--- src/rtl/mul_seq_if.sv ---
// Request, result and shared-adder signals of the shift-add multiplier sequencer.
// Latency: none, the interface only carries wires.
// Backpressure: busy low means a start is accepted; the adder returns its sum in the same cycle.
interface mul_seq_if #(
  parameter int WIDTH = 32
);
  logic             start;
  logic             sgn;
  logic             cancel;
  logic [WIDTH-1:0] op_a;
  logic [WIDTH-1:0] op_b;
  logic             busy;
  logic             done;
  logic [WIDTH-1:0] hi;
  logic [WIDTH-1:0] lo;
  logic [WIDTH-1:0] add_a;
  logic [WIDTH-1:0] add_b;
  logic             add_cin;
  logic [WIDTH-1:0] add_sum;
  logic             add_cout;

  // Requester side: issues multiplies, consumes HI/LO, and owns the shared adder.
  modport master (
    output start, sgn, cancel, op_a, op_b, add_sum, add_cout,
    input  busy, done, hi, lo, add_a, add_b, add_cin
  );

  // Sequencer side.
  modport slave (
    input  start, sgn, cancel, op_a, op_b, add_sum, add_cout,
    output busy, done, hi, lo, add_a, add_b, add_cin
  );
endinterface

--- src/rtl/mul_seq.sv ---
// Shift-add multiplier sequencer for MULT/MULTU, driving one external shared adder.
// Latency: WIDTH+1 cycles unsigned, WIDTH+5 cycles signed, start edge to done pulse.
// Backpressure: start is ignored while busy; cancel aborts in flight. Signed support: MUL_SIGNED_EN.
module mul_seq #(
  parameter int WIDTH = 32
) (
  input logic      clk,
  input logic      rst,
  mul_seq_if.slave bus
);

  localparam int CW = $clog2(WIDTH) + 1;

  typedef enum logic [2:0] {
    IDLE   = 3'd0,
    MUL    = 3'd1
`ifdef MUL_SIGNED_EN
    ,
    NEG_A  = 3'd2,
    NEG_B  = 3'd3,
    FIX_LO = 3'd4,
    FIX_HI = 3'd5
`endif
  } state_t;

  state_t             state_q, state_d;
  logic [WIDTH-1:0]   mcand_q, mcand_d;
  logic [2*WIDTH-1:0] prod_q, prod_d;
  logic [CW-1:0]      cnt_q, cnt_d;
  logic [WIDTH-1:0]   hi_q, lo_q;
  logic               done_q;
  logic [WIDTH-1:0]   add_a, add_b;
  logic               add_cin;
  logic               finish;
  logic               last_step;

`ifdef MUL_SIGNED_EN
  logic               is_sgn_q, is_sgn_d;
  logic               neg_res_q, neg_res_d;
  logic               fix_c_q, fix_c_d;
`else
  // The signed request flag has no meaning in an unsigned-only build.
  logic               unused_sgn;
  assign unused_sgn = bus.sgn;
`endif

  assign last_step = (cnt_q == CW'(WIDTH - 1));

  // Next-state, adder operand selection and datapath next values.
  always_comb begin
    state_d   = state_q;
    mcand_d   = mcand_q;
    prod_d    = prod_q;
    cnt_d     = cnt_q;
    add_a     = '0;
    add_b     = '0;
    add_cin   = 1'b0;
    finish    = 1'b0;
`ifdef MUL_SIGNED_EN
    is_sgn_d  = is_sgn_q;
    neg_res_d = neg_res_q;
    fix_c_d   = fix_c_q;
`endif
    case (state_q)
      IDLE: begin
        // Cancel in the same cycle as start drops the request.
        if (bus.start && !bus.cancel) begin
          mcand_d   = bus.op_a;
          prod_d    = {{WIDTH{1'b0}}, bus.op_b};
          cnt_d     = '0;
`ifdef MUL_SIGNED_EN
          is_sgn_d  = bus.sgn;
          neg_res_d = 1'b0;
          fix_c_d   = 1'b0;
          state_d   = bus.sgn ? NEG_A : MUL;
`else
          state_d   = MUL;
`endif
        end
      end
`ifdef MUL_SIGNED_EN
      NEG_A: begin
        // Two's complement magnitude; 0x80..0 maps to itself and is read as unsigned.
        add_a     = mcand_q[WIDTH-1] ? ~mcand_q : mcand_q;
        add_cin   = mcand_q[WIDTH-1];
        mcand_d   = bus.add_sum;
        neg_res_d = mcand_q[WIDTH-1];
        state_d   = NEG_B;
      end
      NEG_B: begin
        add_a              = prod_q[WIDTH-1] ? ~prod_q[WIDTH-1:0] : prod_q[WIDTH-1:0];
        add_cin            = prod_q[WIDTH-1];
        prod_d[WIDTH-1:0]  = bus.add_sum;
        neg_res_d          = neg_res_q ^ prod_q[WIDTH-1];
        state_d            = MUL;
      end
`endif
      MUL: begin
        // Add the multiplicand into the high half when the current multiplier bit is set, then shift right.
        add_a   = prod_q[2*WIDTH-1:WIDTH];
        add_b   = prod_q[0] ? mcand_q : '0;
        prod_d  = {bus.add_cout, bus.add_sum, prod_q[WIDTH-1:1]};
        cnt_d   = cnt_q + CW'(1);
        if (last_step) begin
`ifdef MUL_SIGNED_EN
          if (is_sgn_q) begin
            state_d = FIX_LO;
          end else begin
            finish  = 1'b1;
            state_d = IDLE;
          end
`else
          finish  = 1'b1;
          state_d = IDLE;
`endif
        end
      end
`ifdef MUL_SIGNED_EN
      FIX_LO: begin
        // Low half of the 2W-bit negate; its carry-out feeds the high half.
        add_a             = neg_res_q ? ~prod_q[WIDTH-1:0] : prod_q[WIDTH-1:0];
        add_cin           = neg_res_q;
        prod_d[WIDTH-1:0] = bus.add_sum;
        fix_c_d           = bus.add_cout;
        state_d           = FIX_HI;
      end
      FIX_HI: begin
        add_a                   = neg_res_q ? ~prod_q[2*WIDTH-1:WIDTH] : prod_q[2*WIDTH-1:WIDTH];
        add_cin                 = neg_res_q & fix_c_q;
        prod_d[2*WIDTH-1:WIDTH] = bus.add_sum;
        finish                  = 1'b1;
        state_d                 = IDLE;
      end
`endif
      default: begin
        state_d = IDLE;
      end
    endcase
    // A flush abandons the operation: back to idle with no completion.
    if ((state_q != IDLE) && bus.cancel) begin
      state_d = IDLE;
      finish  = 1'b0;
    end
  end

  // FSM state register.
  always_ff @(posedge clk) begin
    if (rst) begin
      state_q <= IDLE;
    end else begin
      state_q <= state_d;
    end
  end

  // Working registers: multiplicand, product, step counter and sign bookkeeping.
  always_ff @(posedge clk) begin
    if (rst) begin
      mcand_q   <= '0;
      prod_q    <= '0;
      cnt_q     <= '0;
`ifdef MUL_SIGNED_EN
      is_sgn_q  <= 1'b0;
      neg_res_q <= 1'b0;
      fix_c_q   <= 1'b0;
`endif
    end else begin
      mcand_q   <= mcand_d;
      prod_q    <= prod_d;
      cnt_q     <= cnt_d;
`ifdef MUL_SIGNED_EN
      is_sgn_q  <= is_sgn_d;
      neg_res_q <= neg_res_d;
      fix_c_q   <= fix_c_d;
`endif
    end
  end

  // Result registers only update on completion so intermediate products never show.
  always_ff @(posedge clk) begin
    if (rst) begin
      hi_q   <= '0;
      lo_q   <= '0;
      done_q <= 1'b0;
    end else begin
      done_q <= finish;
      if (finish) begin
        hi_q <= prod_d[2*WIDTH-1:WIDTH];
        lo_q <= prod_d[WIDTH-1:0];
      end
    end
  end

  assign bus.busy    = (state_q != IDLE);
  assign bus.done    = done_q;
  assign bus.hi      = hi_q;
  assign bus.lo      = lo_q;
  assign bus.add_a   = add_a;
  assign bus.add_b   = add_b;
  assign bus.add_cin = add_cin;

endmodule

--- src/flat_wrapper.sv ---
// flat-port wrapper written by rule: the top's interface ports become plain ports
module mul_seq_flat 
#(
  parameter int WIDTH = 32
)
  (clk, rst, bus_start, bus_sgn, bus_cancel, bus_op_a, bus_op_b, bus_add_sum, bus_add_cout, bus_busy, bus_done, bus_hi, bus_lo, bus_add_a, bus_add_b, bus_add_cin);
  mul_seq_if #(.WIDTH(WIDTH)) bus_i ();
  input logic clk;
  input logic rst;
  input wire logic [$bits(bus_i.start)-1:0] bus_start;
  input wire logic [$bits(bus_i.sgn)-1:0] bus_sgn;
  input wire logic [$bits(bus_i.cancel)-1:0] bus_cancel;
  input wire logic [$bits(bus_i.op_a)-1:0] bus_op_a;
  input wire logic [$bits(bus_i.op_b)-1:0] bus_op_b;
  input wire logic [$bits(bus_i.add_sum)-1:0] bus_add_sum;
  input wire logic [$bits(bus_i.add_cout)-1:0] bus_add_cout;
  output wire logic [$bits(bus_i.busy)-1:0] bus_busy;
  output wire logic [$bits(bus_i.done)-1:0] bus_done;
  output wire logic [$bits(bus_i.hi)-1:0] bus_hi;
  output wire logic [$bits(bus_i.lo)-1:0] bus_lo;
  output wire logic [$bits(bus_i.add_a)-1:0] bus_add_a;
  output wire logic [$bits(bus_i.add_b)-1:0] bus_add_b;
  output wire logic [$bits(bus_i.add_cin)-1:0] bus_add_cin;
  assign bus_i.start = bus_start;
  assign bus_i.sgn = bus_sgn;
  assign bus_i.cancel = bus_cancel;
  assign bus_i.op_a = bus_op_a;
  assign bus_i.op_b = bus_op_b;
  assign bus_i.add_sum = bus_add_sum;
  assign bus_i.add_cout = bus_add_cout;
  assign bus_busy = bus_i.busy;
  assign bus_done = bus_i.done;
  assign bus_hi = bus_i.hi;
  assign bus_lo = bus_i.lo;
  assign bus_add_a = bus_i.add_a;
  assign bus_add_b = bus_i.add_b;
  assign bus_add_cin = bus_i.add_cin;
  mul_seq #(.WIDTH(WIDTH)) u_core (.clk(clk), .rst(rst), .bus(bus_i));
endmodule
--- config.mk ---
export PLATFORM = sky130hd
export DESIGN_NAME = mul_seq_flat
export DESIGN_NICKNAME = d
export VERILOG_FILES = /design/src/rtl/mul_seq_if.sv /design/src/rtl/mul_seq.sv /design/src/flat_wrapper.sv
export SDC_FILE = /design/constraint.sdc
export NUM_CORES = 1
export LEC_CHECK = 0
export CAP_MARGIN = 20
export CORE_ASPECT_RATIO = 1.1
export CORE_UTILIZATION = 42
export DETAILED_ROUTE_END_ITERATION = 16
export DONT_BUFFER_PORTS = 1
export SYNTH_ARGS = -nofsm -noshare
export SYNTH_HDL_FRONTEND = slang
export SYNTH_SLANG_ARGS = --single-unit
--- constraint.sdc ---
create_clock -name clk -period 2.1 [get_ports clk]
set_input_delay 0.21 -clock clk [delete_from_list [all_inputs] [get_ports clk]]
set_output_delay 0.21 -clock clk [all_outputs]
set_load 0.01 [all_outputs]
Yosys cells after proc, flatten, opt, wreduce, memory -nomap -nowiden
Cells that the tools add are included.
Widths: inputs -> output; s select.
{"block": "word_totals", "mem_bits_ro": 0, "ff_bits": 170, "elab_cells": 35, "mem_bits_rw": 0, "latchBits": 0, "mem_count": 0, "output_inout_bits": 131}
{"block": "classes", "bitwise": 0, "n_div": 0, "n_addsub": 1, "n_reduce_logical": 10, "mul": 0, "eq_ne": 4, "order_cmp": 0, "n_mux": 13, "shifts": 0}
{"operator": "$pmux 64 s2", "count": 1}
{"operator": "$mux 32", "count": 3}
{"operator": "$mux 64", "count": 1}
{"operator": "$pmux 6 s2", "count": 1}
{"operator": "$add 6x1->6 const B", "count": 1}
{"operator": "$eq 6x5->1 const B", "count": 1}
{"operator": "$mux 3", "count": 2}
{"operator": "$mux 6", "count": 1}
{"operator": "$pmux 3 s2", "count": 1}
{"operator": "$reduce_and 2->1", "count": 3}
{"operator": "$ne 2x1->1 const B", "count": 2}
{"operator": "$eq 3x1->1 const B", "count": 1}
{"operator": "$logic_not 3->1", "count": 1}
{"operator": "$mux 1", "count": 3}
{"operator": "$reduce_bool 3->1", "count": 1}
{"operator": "$logic_and 1x1->1", "count": 2}
{"operator": "$reduce_bool 2->1", "count": 1}
{"operator": "$reduce_or 2->1", "count": 1}
{"operator": "$logic_not 1->1", "count": 1}

Depth between registers and ports, before layout
Gate-level depths: netlist of the first run.
{"block": "logic_depth", "word_depth": 4, "ltp_mapped": 6}

Worst setup path before layout of the first run
OpenSTA, ideal clock, no wires.
{"block": "synth_timing", "kind": "register -> register", "from": "register u_core.cnt_q[0]", "to": "register u_core.lo_q[10], in the netlist u_core.bus.lo[10]", "setup_slack_ns": 0.354, "stages_incl_launch_ff": 7, "n_path_buf": 2, "t_arrival_ns": 1.625, "required_time_ns": 1.979, "path_cell_list": "dfxtp_1 ha_1 nand4b_2 or3_1 buf_6 buf_12 mux2_4"}
{"block": "synth_between", "elab_chain_cells": 4}
{"element": "start, declared", "line": "mul_seq.sv:29", "source": "logic [CW-1:0] cnt_q, cnt_d;"}
{"element": "start signal, assigned", "line": "mul_seq.sv:169", "source": "cnt_q <= cnt_d;"}
{"element": "$eq 6x5->1", "line": "mul_seq.sv:47", "source": "assign last_step = (cnt_q == CW'(WIDTH - 1));"}
{"element": "$mux 1", "line": "mul_seq.sv:104", "source": "if (last_step) begin"}
{"element": "$mux 1", "line": "mul_seq.sv:64", "source": "case (state_q)"}
{"element": "$mux 1", "line": "mul_seq.sv:140", "source": "if ((state_q != IDLE) && bus.cancel) begin"}
{"element": "end signal, assigned", "line": "mul_seq.sv:188", "source": "lo_q <= prod_d[WIDTH-1:0];"}
{"element": "end, declared", "line": "mul_seq.sv:30", "source": "logic [WIDTH-1:0] hi_q, lo_q;"}
Every way passes these cells.
A chain may end at the register's enable or synchronous reset.

Worst setup path after layout of the first run
{"block": "layout_timing", "from": "register u_core.state_q[0]", "to": "output bus_add_b[27]"}
{"block": "layout_between", "elab_chain_cells": 2}
{"element": "start, declared", "line": "mul_seq.sv:26", "source": "state_t state_q, state_d;"}
{"element": "start signal, assigned", "line": "mul_seq.sv:151", "source": "state_q <= state_d;"}
{"element": "$eq 3x1->1", "line": "mul_seq.sv:64"}
{"element": "$mux 32", "line": "mul_seq.sv:64"}
{"element": "end, declared", "line": "flat_wrapper.sv:22", "source": "output wire logic [$bits(bus_i.add_b)-1:0] bus_add_b;"}
Every way passes these cells.

==> results of run 1 <==
[worst register-to-register path, stage by stage, from the launching register on]
cell      delay (ns)
dfxtp_1         0.37
ha_1            0.24
nand4b_2        0.16
or3_2           0.51
buf_12          0.21
mux2_4          0.33
[layout make-up]
type                            count  area share, %
Sequential cell                   168           40.2
Multi-Input combinational cell    545           39.6
Timing Repair Buffer               79           9.82
Clock buffer                       23           5.82
Tap cell                          204           3.04
Clock inverter                      7           1.40
Inverter                            3          0.134
Antenna cell                        1         0.0298
[synth_stat cells (all sizes together), types with 30 or more instances]
library cell,instances,area share [%]
dfxtp,168,48
mux2,30,6.3
nand2,134,7.1
nor2b,61,5.4
nor2,64,3.4
and2,64,5.7
and3,32,2.8
a21oi,37,2.6
a311oi,30,3.7
o2bb2ai,32,4.0
a31oi,34,3.0
clkbuf,53,2.8
[sequential cells by signal, indices dropped and copies added, names as in the netlist]
register / flops
u_core.bus.lo: 32
u_core.bus.hi: 32
u_core.cnt_q: 6
u_core.state_q: 1
u_core.bus.done: 1
u_core.mcand_q: 32
u_core.prod_q: 64
[worst paths after layout]
check	from	endpoint	slack, ns	depth (start not counted)
worst max register to register	u_core.cnt_q[0]$_SDFFE_PP0P_	u_core.bus.lo[7]$_SDFFE_PP0P_	0.17	5
worst min-delay path	rst	u_core.bus.lo[21]$_SDFFE_PP0P_	0.04	2
worst min register to register	u_core.mcand_q[18]$_SDFFE_PP0P_	u_core.mcand_q[18]$_SDFFE_PP0P_	0.45	2
worst max-delay path	u_core.state_q[0]$_SDFFE_PP0P_	bus_add_b[27]	0.12	3
[through the flow]
stage          setup WS [ns]  cell area, um2
2_1_floorplan          0.354            7050
3_3_place_gp           0.206            7080
3_5_place_dp           0.173            7080
4_1_cts              0.00165            8380
5_1_grt               0.0212            8380
6_report               0.124            8380
[power by group through the flow]
stage          registers, W  clock network (W)  logic [W]
2_1_floorplan       0.00339                  0   0.000326
6_report            0.00334            0.00322   0.000500
5_1_grt             0.00335            0.00344   0.000554
3_3_place_gp        0.00340                  0   0.000343
4_1_cts             0.00333            0.00329   0.000499
3_5_place_dp        0.00341                  0   0.000358
[cells in the final DEF (no fill, tap or decap), types with 3 or more instances in the layout]
master           n
and2_1          64
clkbuf_16       17
dlygate4sd3_1   66
clkbuf_8         4
a31oi_1         34
dfxtp_1        167
a311oi_1        30
nand2_1        134
buf_4            7
nor2b_1         60
bufinv_16        3
o2bb2ai_1       32
and3_1          32
nor2_1          64
mux2_4          28
a21oi_1         37
buf_12           3
nand3_1          5
[kinds of logic after synthesis]
| family | count (synthesis) |
|---|---|
| flip-flops | 168 |
| multiplexers | 32 |
| adder cells (fa/ha/maj) | 1 |
| XOR/XNOR | 1 |
| AND/OR/NAND/NOR | 370 |
| other | 1 |
| AO/OA/AOI/OAI | 140 |
| buffers and inverters | 77 |
[what timing repair did]
item,CTS,global route
gates cloned,0,0
gates resized for setup,1,1
hold endpoints to repair,103,0
endpoints found under the setup margin,22,17
setup buffers,0,0
hold buffers,67,0
[routing by layer]
layer / part of all wire, % / GRT usage (%) / vias to the layer above
li1: - / - / 2725
met1: 42 / 23.3 / 2691
met2: 49 / 33.6 / 191
met3: 6.7 / 5.48 / 29
met4: 2.2 / 9.08 / 0
met5: 0 / 0 / -
==> flow_metrics.env, run 1 <==
export IMPL_status="finished with violations"
export IMPL_violations="DRC"
export IMPL_maxCapViolCount=0
export IMPL_power_total_w=0.00705
export IMPL_dpl_cell_count=932
export IMPL_drive_above_1_share_pct=9.82
export IMPL_p_comb_share_pct=7.1
export IMPL_final_nets=917
export IMPL_critPathMaxFanout=45
export IMPL_min_path_type="in -> reg"
export IMPL_overflow=0
export IMPL_synth_top_family_by_area="simple AND/OR/NAND/NOR gates"
export IMPL_drt_iter0_markers=256
export IMPL_cts_made_buffers=17
export IMPL_cp_arrival_ns=1.77
export IMPL_clkPwrFrac_pct=45.6
export IMPL_synthFlopType="dfxtp_1"
export IMPL_max_freq_mhz=506
export IMPL_yosys_area_share_xor_xnor_pct=0.124
export IMPL_switchingPower_w=0.00156
export IMPL_grt_max_degree=100
export IMPL_io_pins=233
export IMPL_vias=5636
export IMPL_start_util_pct=43.1
export IMPL_gp_congestion=0.791
export IMPL_cp_buffers_inverters=2
export IMPL_htree_levels=4
export IMPL_tightestPinTransition_ns=0.774
export IMPL_holdWs_ns=0.0420
export IMPL_routed_wl_mm=17.5
export IMPL_seqCellArea_um2=3370
export IMPL_crit_family="buffers and inverters"
export IMPL_rsz0062_at_grt="no"
export IMPL_critPathRequiredTime_ns=1.89
export IMPL_intPower_w=0.00549
export IMPL_synth_edf_count=0
export IMPL_maxSlewHeadroom_pct=48.4
export IMPL_synth_fa_ha_area_share_pct=0.177
export IMPL_syn_to_final_growth_pct=18.9
export IMPL_syn_num_nets=893
export IMPL_clock_latency_ns=0.41
export IMPL_p_leak_nw=3.38
export IMPL_switching_share_pct=22.1
export IMPL_ir_worst_vdd_mv=0.514
export IMPL_seq_area_frac_synth_pct=47.7
export IMPL_postSynthAreaPerCell_um2=8.92
export IMPL_postSynthCellCount=790
export IMPL_synth_seq_cells=168
export IMPL_die_area_um2=17300
export IMPL_multi_input_area_um2=3320
export IMPL_cts_path_max_buffers=2
export IMPL_numClockSinks=168
export IMPL_clockRootBuffer="clkbuf_16"
export IMPL_cpMaxStageDelayCell="dfxtp_4"
export IMPL_grt_total_usage_pct=19.8
export IMPL_setup_viol=0
export IMPL_routedWlPerCell_um=17.0
export IMPL_synth_compound_area_share_pct=14.1
export IMPL_power_density_nw_per_um2=841
export IMPL_slew_violations=0
export IMPL_antenna_found_initial=1
export IMPL_slowest_delay_ns=0.46
export IMPL_final_util_pct=51.2
export IMPL_synth_warnings=0
export IMPL_critical_path_class="reg -> out"
export IMPL_final_period_minus_worst_setup_slack_ns=1.98
export IMPL_period_share_pct=94.1
export IMPL_viasPerCell=5.47
export IMPL_final_cells=1030
export IMPL_cts_reportedPaths_clkPinSlew_ns=0.06
export IMPL_hpwl_mm=10.7
export IMPL_cpMostUsedCell="buf_6"
export IMPL_fill_cells=1496
export IMPL_grt_pass1_vias=5350
export IMPL_clock_skew_ns=0.00429
export IMPL_cp_end_kind="output pin"
export IMPL_die_h_um=138
export IMPL_core_um2=16400
export IMPL_cts_tree="yes"
export IMPL_startpoint_type="flop"
export IMPL_dieWidth_um=126
export IMPL_dr_pass1_iters=10
export IMPL_drc=11
export IMPL_synthArstFlopShare_pct=0
export IMPL_io_buffers=0
export IMPL_pwr_share_seq_pct=47.3
export IMPL_yosys_area_share_simple_pct=25.9
export IMPL_rows=49
export IMPL_crit_chain="buf_6 -> buf_6 -> and3_1"
export IMPL_hold_viol_final=0
export IMPL_setup_tns_ns=0
export IMPL_synth_area_um2=7050
export IMPL_grt_pass1_wl_mm=27.2
export IMPL_ant_nets=0
export IMPL_synthDistinctLibCells=40
export IMPL_synthMuxAreaShare_pct=6.57
(Power assumes the default switching activity.)
==> run 2, diff against run 1 <==
- CTS_BUF_LIST: default -> sky130_fd_sc_hd__clkbuf_4 sky130_fd_sc_hd__clkbuf_8
- CTS_CLUSTER_SIZE: default -> 40
- clock period: 2.1 -> 2.05 ns (I/O delays scaled with it)
==> flow_metrics.env, run 2 (same netlist as run 1, synthesis figures left out) <==
export IMPL_numClockSinks=168
export IMPL_largest_reg_flops=64
export IMPL_start_util_pct=43.1
export IMPL_p_comb_share_pct=8.8
export IMPL_cp_end_kind="flop"
export IMPL_hpwl_mm=10.9
export IMPL_cts_path_max_buffers=2
export IMPL_crit_start="u_core.cnt_q[0]$_SDFFE_PP0P_"
export IMPL_gp_congestion=0.791
export IMPL_grt_pass1_wl_mm=29.4
export IMPL_mostFrequentLayoutCell="dfxtp_1"
export IMPL_cts_made_buffers=17
export IMPL_grt_pass1_vias=5831
export IMPL_io_pins=233
export IMPL_p_leak_nw=3.50
export IMPL_rsz0062_at_grt="no"
export IMPL_hold_viol_final=0
export IMPL_crit_chain="ha_1 -> nand4b_2 -> or3_2 -> buf_12 -> mux2_4"
export IMPL_critical_path_class="reg -> reg"
export IMPL_slew_violations=0
export IMPL_drive_above_1_share_pct=10.0
export IMPL_clock_latency_ns=0.44
export IMPL_grt_total_usage_pct=21.4
export IMPL_die_h_um=138
export IMPL_critPathCapture="u_core.bus.lo[5]$_SDFFE_PP0P_"
export IMPL_cts_reportedPaths_clkPinSlew_ns=0.08
export IMPL_syn_to_final_growth_pct=20.9
export IMPL_io_buffers=0
export IMPL_pwr_share_seq_pct=51.4
export IMPL_final_nets=947
export IMPL_switchingPower_w=0.00157
export IMPL_startpoint_type="flop"
export IMPL_clockRootBuffer="clkbuf_8"
export IMPL_antenna_found_initial=0
export IMPL_grt_max_degree=101
export IMPL_switching_share_pct=23.6
export IMPL_power_density_nw_per_um2=779
export IMPL_drt_iter0_markers=253
export IMPL_maxSlewHeadroom_pct=44.8
export IMPL_viasPerCell=5.54
export IMPL_setup_viol=0
export IMPL_cts_setup_buffers=0
export IMPL_ir_worst_vdd_mv=0.389
export IMPL_layout_common_cells="dfxtp_1, nand2_1, dlygate4sd3_1, and2_1, nor2_1"
export IMPL_reg2reg_depth=5
export IMPL_cts_tree="yes"
export IMPL_routed_wl_mm=18.9
export IMPL_slowest_delay_ns=0.51
export IMPL_cp_arrival_ns=2.27
export IMPL_min_path_type="in -> reg"
export IMPL_clkPwrFrac_pct=39.8
export IMPL_tightestPinTransition_ns=0.825
export IMPL_top_register="u_core.prod_q"
export IMPL_htree_levels=4
export IMPL_core_um2=16400
export IMPL_critPathMaxFanout=32
export IMPL_rows=49
export IMPL_r2r_start="u_core.cnt_q[0]$_SDFFE_PP0P_"
export IMPL_status="finished with violations"
export IMPL_intPower_w=0.00507
export IMPL_period_share_pct=94.8
export IMPL_fill_cells=1480
export IMPL_ant_nets=0
export IMPL_drc=11
export IMPL_vias=5876
export IMPL_critPathRequiredTime_ns=2.38
export IMPL_cpMaxStageDelayCell="or3_2"
export IMPL_reg2reg_slack_ns=0.11
export IMPL_violations="DRC"
export IMPL_clock_skew_ns=0.00703
export IMPL_setup_tns_ns=0
export IMPL_rr_endpoint="u_core.bus.lo[5]$_SDFFE_PP0P_"
export IMPL_die_area_um2=17300
export IMPL_power_total_w=0.00664
export IMPL_routedWlPerCell_um=17.8
export IMPL_diodes=0
export IMPL_max_freq_mhz=514
export IMPL_overflow=0
export IMPL_final_period_minus_worst_setup_slack_ns=1.94
export IMPL_maxCapViolCount=0
export IMPL_dieWidth_um=126
export IMPL_dr_pass1_iters=11
-- run 2: area by class of cell --
cell class | instances | area (um2) | share of cell area, %
Timing Repair Buffer | 109 | 1120 | 13.1
Clock inverter | 11 | 170 | 2.00
Sequential cell | 168 | 3370 | 39.5
Tap cell | 204 | 255 | 2.99
Multi-Input combinational cell | 545 | 3320 | 38.9
Inverter | 3 | 11.3 | 0.132
Clock buffer | 21 | 283 | 3.32
-- run 2: worst min path at each step --
| stage | start | endpoint | slack, ns | cells after the start |
|---|---|---|---|---|
| 3_5_place_dp | bus_cancel | u_core.state_q[0]$_SDFFE_PP0P_ | 0.28 | 1 |
| 4_1_cts | rst | u_core.bus.lo[31]$_SDFFE_PP0P_ | 0.0002 | 2 |
| 6_report | rst | u_core.bus.lo[27]$_SDFFE_PP0P_ | 0.03 | 2 |
| 5_1_grt | rst | u_core.bus.lo[27]$_SDFFE_PP0P_ | 0.008 | 2 |
| 3_3_place_gp | bus_cancel | u_core.state_q[0]$_SDFFE_PP0P_ | 0.28 | 1 |
| 2_1_floorplan | bus_cancel | u_core.state_q[0]$_SDFFE_PP0P_ | 0.28 | 1 |
-- run 2: timing repair --
item                       4_1_cts  5_1_grt
hold buffers                    95        1
setup endpoints to repair        0       30
hold endpoints to repair       127        1
resized for setup                0        1
-- run 2: critical path: cells and delay by family, from the launching register on --
| family | cells | cell delay, ns |
|---|---|---|
| buffers and inverters | 1 | 0.21 |
| AND/OR/NAND/NOR | 2 | 0.68 |
| flip-flops | 1 | 0.37 |
| multiplexers | 1 | 0.31 |
| adder cells (fa/ha/maj) | 1 | 0.24 |
-- run 2: power groups by stage --
stage | combinational, W | sequential (W) | clock [W]
final | 0.000583 | 0.00341 | 0.00264
after global routing | 0.000645 | 0.00342 | 0.00286
after CTS | 0.000575 | 0.00341 | 0.00272
after detailed placement | 0.000374 | 0.00348 | 0
after global placement | 0.000357 | 0.00348 | 0
after floorplan | 0.000333 | 0.00347 | 0
-- run 2: per-layer routing --
layer	global-route usage, %	share of wire (%)	vias to the layer above
li1	-	-	2794
met1	25.2	41	2857
met2	37.5	51	202
met3	5.56	6.2	23
met4	8.33	1.5	0
met5	0	0	-
-- run 2: metrics by stage --
stage | area, um2 | util, % | setup WS [ns] | cells | hold WS [ns]
after floorplan | 7050 | - | 0.304 | 790 | 0.283
after global placement | 7090 | 43.3 | 0.154 | 933 | 0.277
after detailed placement | 7090 | 43.3 | 0.133 | 933 | 0.278
after CTS | 8510 | 52.0 | 0.0117 | 1060 | 0.000208
after global routing | 8520 | 52.1 | 0.0216 | 1061 | 0.00782
final | 8520 | 52.1 | 0.106 | 1061 | 0.0317
